[src/rtl/zf_host_to_stream_slot_ctrl_pkg.sv]
// Shared register map, status layout and FSM encoding for the host-to-stream
// buffer address feeder.
package zf_host_to_stream_slot_ctrl_pkg;

    localparam int SR_H2S_PUSH = 0;
    localparam int SR_H2S_CTRL = 1;

    localparam int CTRL_EN_BIT    = 0;
    localparam int CTRL_CLEAR_BIT = 1;

    localparam int ST_OVERFLOW_BIT = 31;
    localparam int ST_BUSY_BIT     = 30;
    localparam int ST_ENABLE_BIT   = 29;
    localparam int ST_OCC_LSB      = 16;

    typedef enum logic [1:0] {
        IDLE = 2'd0,
        BUSY = 2'd1,
        DONE = 2'd2
    } h2s_state_t;

    // Buffers are 8-byte aligned in DDR; low address bits are discarded.
    function automatic logic [31:0] align8(input logic [31:0] addr);
        return {addr[31:3], 3'b000};
    endfunction

endpackage

[src/rtl/zf_host_to_stream_slot_ctrl_axi_fifo_short.sv]
// Small FIFO with a registered output stage: a written word becomes visible on
// o_tvalid one cycle after it lands in storage. occupied counts both stages.
module axi_fifo_short #(
    parameter int WIDTH = 32,
    parameter int SIZE  = 4
) (
    input  logic             clk,
    input  logic             rst,
    input  logic             clear,
    input  logic [WIDTH-1:0] i_tdata,
    input  logic             i_tvalid,
    output logic             i_tready,
    output logic [WIDTH-1:0] o_tdata,
    output logic             o_tvalid,
    input  logic             o_tready,
    output logic [SIZE:0]    occupied
);

    localparam int DEPTH = 1 << SIZE;
    localparam int CW    = SIZE + 1;

    logic [WIDTH-1:0] mem [DEPTH];
    logic [SIZE-1:0]  wr_ptr;
    logic [SIZE-1:0]  rd_ptr;
    logic [SIZE:0]    mem_cnt;
    logic             push;
    logic             load;

    assign occupied = mem_cnt + CW'(o_tvalid);
    assign i_tready = (occupied != CW'(DEPTH));
    assign push     = i_tvalid && i_tready;
    // Refill the output stage whenever it is empty or being consumed this cycle.
    assign load     = (mem_cnt != '0) && (!o_tvalid || o_tready);

    always_ff @(posedge clk) begin
        if (rst || clear) begin
            wr_ptr   <= '0;
            rd_ptr   <= '0;
            mem_cnt  <= '0;
            o_tvalid <= 1'b0;
        end else begin
            if (push)
                wr_ptr <= wr_ptr + SIZE'(1);
            if (load)
                rd_ptr <= rd_ptr + SIZE'(1);
            mem_cnt <= mem_cnt + CW'(push) - CW'(load);
            if (load)
                o_tvalid <= 1'b1;
            else if (o_tready)
                o_tvalid <= 1'b0;
        end
    end

    always_ff @(posedge clk) begin
        if (push)
            mem[wr_ptr] <= i_tdata;
        if (load)
            o_tdata <= mem[rd_ptr];
    end

endmodule

[src/rtl/zf_host_to_stream_slot_ctrl.sv]
// Queues host-posted DDR buffer addresses and hands them one at a time to the
// read engine; counts completions, pulses irq and exposes a status word.
module zf_host_to_stream_slot_ctrl
    import zf_host_to_stream_slot_ctrl_pkg::*;
#(
    parameter int BASE      = 0,
    parameter int FIFO_SIZE = 4
) (
    input  logic        clk,
    input  logic        rst,
    input  logic        set_stb,
    input  logic [7:0]  set_addr,
    input  logic [31:0] set_data,
    output logic [31:0] mem_addr,
    output logic        mem_valid,
    input  logic        mem_ack,
    output logic        irq,
    output logic [31:0] status
);

    localparam logic [7:0] PUSH_ADDR = 8'(BASE + SR_H2S_PUSH);
    localparam logic [7:0] CTRL_ADDR = 8'(BASE + SR_H2S_CTRL);

    h2s_state_t         state;
    h2s_state_t         state_nxt;
    logic               enable;
    logic               overflow;
    logic [15:0]        done_count;
    logic               push_wr;
    logic               ctrl_wr;
    logic               clear;
    logic               launch;
    logic               ack_done;
    logic               busy;
    logic [31:0]        fifo_head;
    logic               fifo_vld;
    logic               fifo_rdy;
    logic [FIFO_SIZE:0] occupancy;

    assign push_wr = set_stb && (set_addr == PUSH_ADDR);
    assign ctrl_wr = set_stb && (set_addr == CTRL_ADDR);
    assign clear   = ctrl_wr && set_data[CTRL_CLEAR_BIT];

    axi_fifo_short #(
        .WIDTH (32),
        .SIZE  (FIFO_SIZE)
    ) addr_fifo (
        .clk      (clk),
        .rst      (rst),
        .clear    (clear),
        .i_tdata  (align8(set_data)),
        .i_tvalid (push_wr),
        .i_tready (fifo_rdy),
        .o_tdata  (fifo_head),
        .o_tvalid (fifo_vld),
        .o_tready (launch),
        .occupied (occupancy)
    );

    always_ff @(posedge clk) begin
        if (rst)
            state <= IDLE;
        else
            state <= state_nxt;
    end

    always_comb begin
        state_nxt = state;
        case (state)
            IDLE:    if (enable && fifo_vld) state_nxt = BUSY;
            BUSY:    if (mem_ack) state_nxt = DONE;
            DONE:    state_nxt = IDLE;
            default: state_nxt = IDLE;
        endcase
    end

    // DONE holds mem_valid low for a cycle so the engine re-arms cleanly.
    always_comb begin
        launch    = (state == IDLE) && enable && fifo_vld;
        ack_done  = (state == BUSY) && mem_ack;
        mem_valid = (state == BUSY);
        irq       = (state == DONE);
        busy      = (state != IDLE);
    end

    // Clear does not touch the FSM: an in-flight buffer cannot be cancelled.
    always_ff @(posedge clk) begin
        if (rst) begin
            enable     <= 1'b0;
            overflow   <= 1'b0;
            done_count <= 16'd0;
            mem_addr   <= 32'd0;
        end else begin
            if (ctrl_wr)
                enable <= set_data[CTRL_EN_BIT];
            if (clear)
                overflow <= 1'b0;
            else if (push_wr && !fifo_rdy)
                overflow <= 1'b1;
            if (clear)
                done_count <= 16'd0;
            else if (ack_done)
                done_count <= done_count + 16'd1;
            if (launch)
                mem_addr <= fifo_head;
        end
    end

    always_comb begin
        status                                = '0;
        status[ST_OVERFLOW_BIT]               = overflow;
        status[ST_BUSY_BIT]                   = busy;
        status[ST_ENABLE_BIT]                 = enable;
        status[ST_OCC_LSB +: 8]               = 8'(occupancy);
        status[15:0]                          = done_count;
    end

endmodule

[config.mk]
export PLATFORM = sky130hd
export DESIGN_NAME = zf_host_to_stream_slot_ctrl
export DESIGN_NICKNAME = d
export VERILOG_FILES = /design/src/rtl/zf_host_to_stream_slot_ctrl_pkg.sv /design/src/rtl/zf_host_to_stream_slot_ctrl_axi_fifo_short.sv /design/src/rtl/zf_host_to_stream_slot_ctrl.sv
export SDC_FILE = /design/constraint.sdc
export NUM_CORES = 1
export LEC_CHECK = 0
export CORE_AREA = 2 2 270 272
export CTS_BUF_LIST = sky130_fd_sc_hd__clkbuf_8
export DETAILED_ROUTE_END_ITERATION = 10
export DIE_AREA = 0 0 272 274
export PLACE_DENSITY_LB_ADDON = 0.05
export SLEW_MARGIN = 15
export SYNTH_ARGS = -nofsm -noshare
export SYNTH_HDL_FRONTEND = slang
export SYNTH_SLANG_ARGS = --single-unit
export TNS_END_PERCENT = 50
[constraint.sdc]
create_clock -name clk -period 8.8 [get_ports clk]
set_input_delay 2.64 -clock clk [delete_from_list [all_inputs] [get_ports clk]]
set_output_delay 2.64 -clock clk [all_outputs]
set_load 0.05 [all_outputs]
==> metrics.md <==
| Metric | Value |
|---|---|
| Outcome | `finished clean` |
| Post-Syn Instances | `1039` |
| # resized after CTS | `0` |
| CP most frequent cell | `a21oi_1` |
| WS Path Type | `input port to flop` |
| Via-to-Cell Ratio | `4.59` |
| Critical path origin | `set_addr[4]` |
| Worst R2R Path Depth | `11` |
| Area contributors post-synth | `edfxtp_1 70%, mux4_2 15%, dfxtp_1 5.9%` |
| Yosys cell types | `47` |
| Fmax | `176 MHz` |
| Slowest Stage Delay on Critical Path | `870 ps` |
| RSZ-0062 raised after global routing | `no` |
| Chip Width | `around 270 µm` |
| Skew final | `21.9 ps` |
| Hold Crit Start | `overflow$_SDFFE_PP0P_` |
| Clock tree from TritonCTS | `yes` |
| Drt total wl | `53900 µm` |
| Global-route wire length before repair | `78600 µm` |
| Initial DRC count | `563` |
| CP delay by family, top | `simple AND/OR/NAND/NOR gates` |
| Ports | `110` |
| Comb power frac | `16.3%` |
| Crit end category | `flop` |
| Worst setup SP type | `input port` |
| Power per standard cell area | `252 mW/mm²` |
| Initial antenna violation count | `2` |
| Setup TNS | `0 ps` |
| H-tree levels | `3` |
| Area delta synth->final | `18.8%` |
| Asr flop ratio synth | `0%` |
| Share of the synthesized area in the top cell type | `69.6%` |
| Pin count of the biggest net entering global routing | `56` |
| DRC | `0` |
| Post-synth top area cell | `edfxtp_1` |
| Crit Reg-Reg Startpoint | `addr_fifo.o_tvalid$_SDFFE_PP0P_` |
| ANT nets after route | `0` |
| Measured slew at the worst slew-check pin | `around 1000 ps` |
| Reg2reg end | `addr_fifo.mem_cnt[4]$_SDFF_PP0_` |
| Seq pwr share | `48.4%` |
| Hold Path Depth | `2` |
| Final worst path period share | `64.7%` |
| DIE AREA | `0.0745 mm²` |
| Total setup buffers inserted after CTS | `0` |
| Seq/Total Area, Yosys | `75.5%` |
| Syn_area_per_cell | `20.5 µm²` |
| Fillers | `6767` |
| Initial Util | `29.6%` |
| Hold Path Sink | `overflow$_SDFFE_PP0P_` |
| Clock slew at reported path FFs | `60 ps` |
| Nets | `~1300` |
| FF+latch area | `0.0161 mm²` |
| Internal power | `~4.7 mW` |
| Minimum clock period | `5700 ps` |
| Die extent in y | `approximately 270 µm` |
| WP data required | `slightly above 9000 ps` |
| Mapped cell area | `0.0213 mm²` |
| Clock Path Buffers | `3` |
| Slew HR | `29.2%` |
| #FFs+latches synth | `556` |
| DR pass1 iterations | `4` |
| Number of max-cap violations | `0` |
| Synth warn | `0` |
| Clock power frac | `around a third` |
| Worst path bufs/invs | `2` |
| Gpl congestion | `0.682` |
| Reg-to-reg slack, setup | `roughly 5000 ps` |
| CTS Sinks | `556` |
| Layout cells sized above 1 | `25.4%` |
| Vias in the first global route | `11300` |
| Final slew viol count | `0` |
| # rows | `99` |
| Post-synth EDFFs | `slightly below 500` |
| Hold Path Class | `flop to flop` |
| Final HPWL DP | `~28000 µm` |
| Post-DR wirelength/cell | `23.9 µm` |
| Cell Chain, Critical Path | `clkdlybuf4s50_1 -> nor4b_1 -> nand3b_1 -> a21oi_1 -> ha_1 -> inv_1 -> fa_1 -> nand2b_1 -> a21oi_1 -> o21ai_0 -> nor3b_1` |
| Area of the core | `0.0720 mm²` |
| Final Hold Fails | `0` |
| Max FO, Critical Path | `15` |
| Leak Pwr | `7.95 nW` |
| Most common cell in the netlist | `edfxtp_1` |
| TritonCTS buffer count | `100` |
| Final hold slack | `450 ps` |
| Synth Flop Type | `edfxtp_1` |
| Clock root cell | `clkbuf_8` |
| # port buffers | `97` |
| Switch share | `a little over a quarter` |
| Worst Path Arrival | `6210 ps` |
| Area of the multi-input gates | `0.00491 mm²` |
| Setup-failing EPs final | `0` |
| Psw | `1.68 mW` |
| Top cells by count, synth | `493 x edfxtp_1, 145 x mux4_2, 71 x nand2_1, 63 x dfxtp_1, 39 x a21oi_1` |
| Clock Latency Late Sink | `just under 700 ps` |
| Total congestion overflow | `0` |
| Hold bufs inserted after CTS | `0` |
| Critical-path top delay cell | `a21oi_1` |
| Vias | `10400` |
| GRT Total Usage | `between 10% and 20%` |
| Max rail drop VDD | `0.0000972 V` |
==> power by group through the flow <==
stage / clock network (mW) / logic, mW / registers, mW
final: 2.25 / 1.04 / 3.08
after CTS: 2.35 / 1.08 / 3.09
after detailed placement: 0 / 1.07 / 3.14
after floorplan: 0 / 0.815 / 3.08
after global placement: 0 / 1.08 / 3.15
after global routing: 2.47 / 1.13 / 3.10
==> registers in the layout, summed over array words and instances (netlist names) <==
register / flops
addr_fifo.mem: 464
addr_fifo.mem_cnt: 5
addr_fifo.o_tdata: 29
addr_fifo.o_tvalid: 1
addr_fifo.rd_ptr: 4
addr_fifo.wr_ptr: 4
done_count: 16
enable: 1
mem_addr: 29
overflow: 1
state: 2
==> worst max-delay path by stage <==
stage	end	cells after the start
6_report	addr_fifo.mem_cnt[4]$_SDFF_PP0_	11
4_1_cts	addr_fifo.mem[12][7]$_DFFE_PP_	6
5_1_grt	addr_fifo.mem_cnt[4]$_SDFF_PP0_	11
3_5_place_dp	addr_fifo.mem[12][12]$_DFFE_PP_	6
2_1_floorplan	addr_fifo.mem_cnt[4]$_SDFF_PP0_	11
3_3_place_gp	addr_fifo.mem[12][12]$_DFFE_PP_	6
==> kinds of logic after synthesis <==
| family | Yosys count | synth area share (%) |
|---|---|---|
| muxes | 152 | 15.7 |
| buffers and inverters | 79 | 1.78 |
| and+or+nand+nor | 162 | 3.80 |
| xor gates and xnor gates | 20 | 0.823 |
| DFF | 556 | 75.5 |
| AOI/OAI and AO/OA | 52 | 1.36 |
| other | 1 | 0.0176 |
| adders and majority gates | 17 | 1.03 |
==> tightest hold or removal path, stage by stage, from the launching register on <==
cell and delay (ps):
dfxtp_1 310, inv_1 50, a21oi_1 50
==> routing by layer <==
layer / track usage [%] / vias up / wire, µm
li1: - / 4554 / -
met1: 19.0 / 5486 / 23600
met2: 25.2 / 215 / 27000
met3: 2.66 / 97 / 2150
met4: 4.86 / 2 / 1150
met5: 0 / - / 10
==> metrics by stage <==
stage	utilization, %	setup slack [ps]	instance area, µm²	cells	total power [mW]
3_3_place_gp	32.5	2400	23400	2069	4.22
4_1_cts	35.1	3100	25300	2254	6.52
2_1_floorplan	-	3750	21300	1049	3.89
5_1_grt	35.1	2890	25300	2256	6.70
6_report	35.1	3100	25300	2257	6.37
3_5_place_dp	32.5	2350	23400	2069	4.21
==> cell usage in the layout, fill, tap and decap left out, types with 3 or more instances in the layout <==
cell type	synthesis	final
a211oi_1	4	4
clkdlybuf4s50_1	0	96
clkinv_2	0	9
o21ai_0	3	3
mux2i_1	7	7
xor2_1	7	7
xnor2_1	13	13
mux4_2	145	145
conb_1	1	11
buf_4	17	26
nand3_1	8	7
nor2_1	24	24
inv_1	17	60
dfxtp_1	63	59
nor2b_1	4	4
nor3_1	3	3
clkbuf_8	0	111
and2_2	0	4
nor4_1	6	6
nand4b_1	3	3
a21oi_1	39	38
ha_1	16	16
nand2_1	71	71
nand3b_1	3	3
and3_2	1	14
clkinv_1	0	17
nand2b_1	4	4
edfxtp_1	493	493
diode_2	0	3
==> layout make-up <==
class / count / share of cell area [%]
antenna: 3 / 0.0297
sequential: 556 / 63.6
timing repair buffer: 123 / 4.59
inverter: 17 / 0.252
tap: 959 / 4.75
clock buffer: 111 / 6.04
clock inverter: 74 / 1.32
multi-input combinational: 414 / 19.4
(Power assumes the default switching activity.)
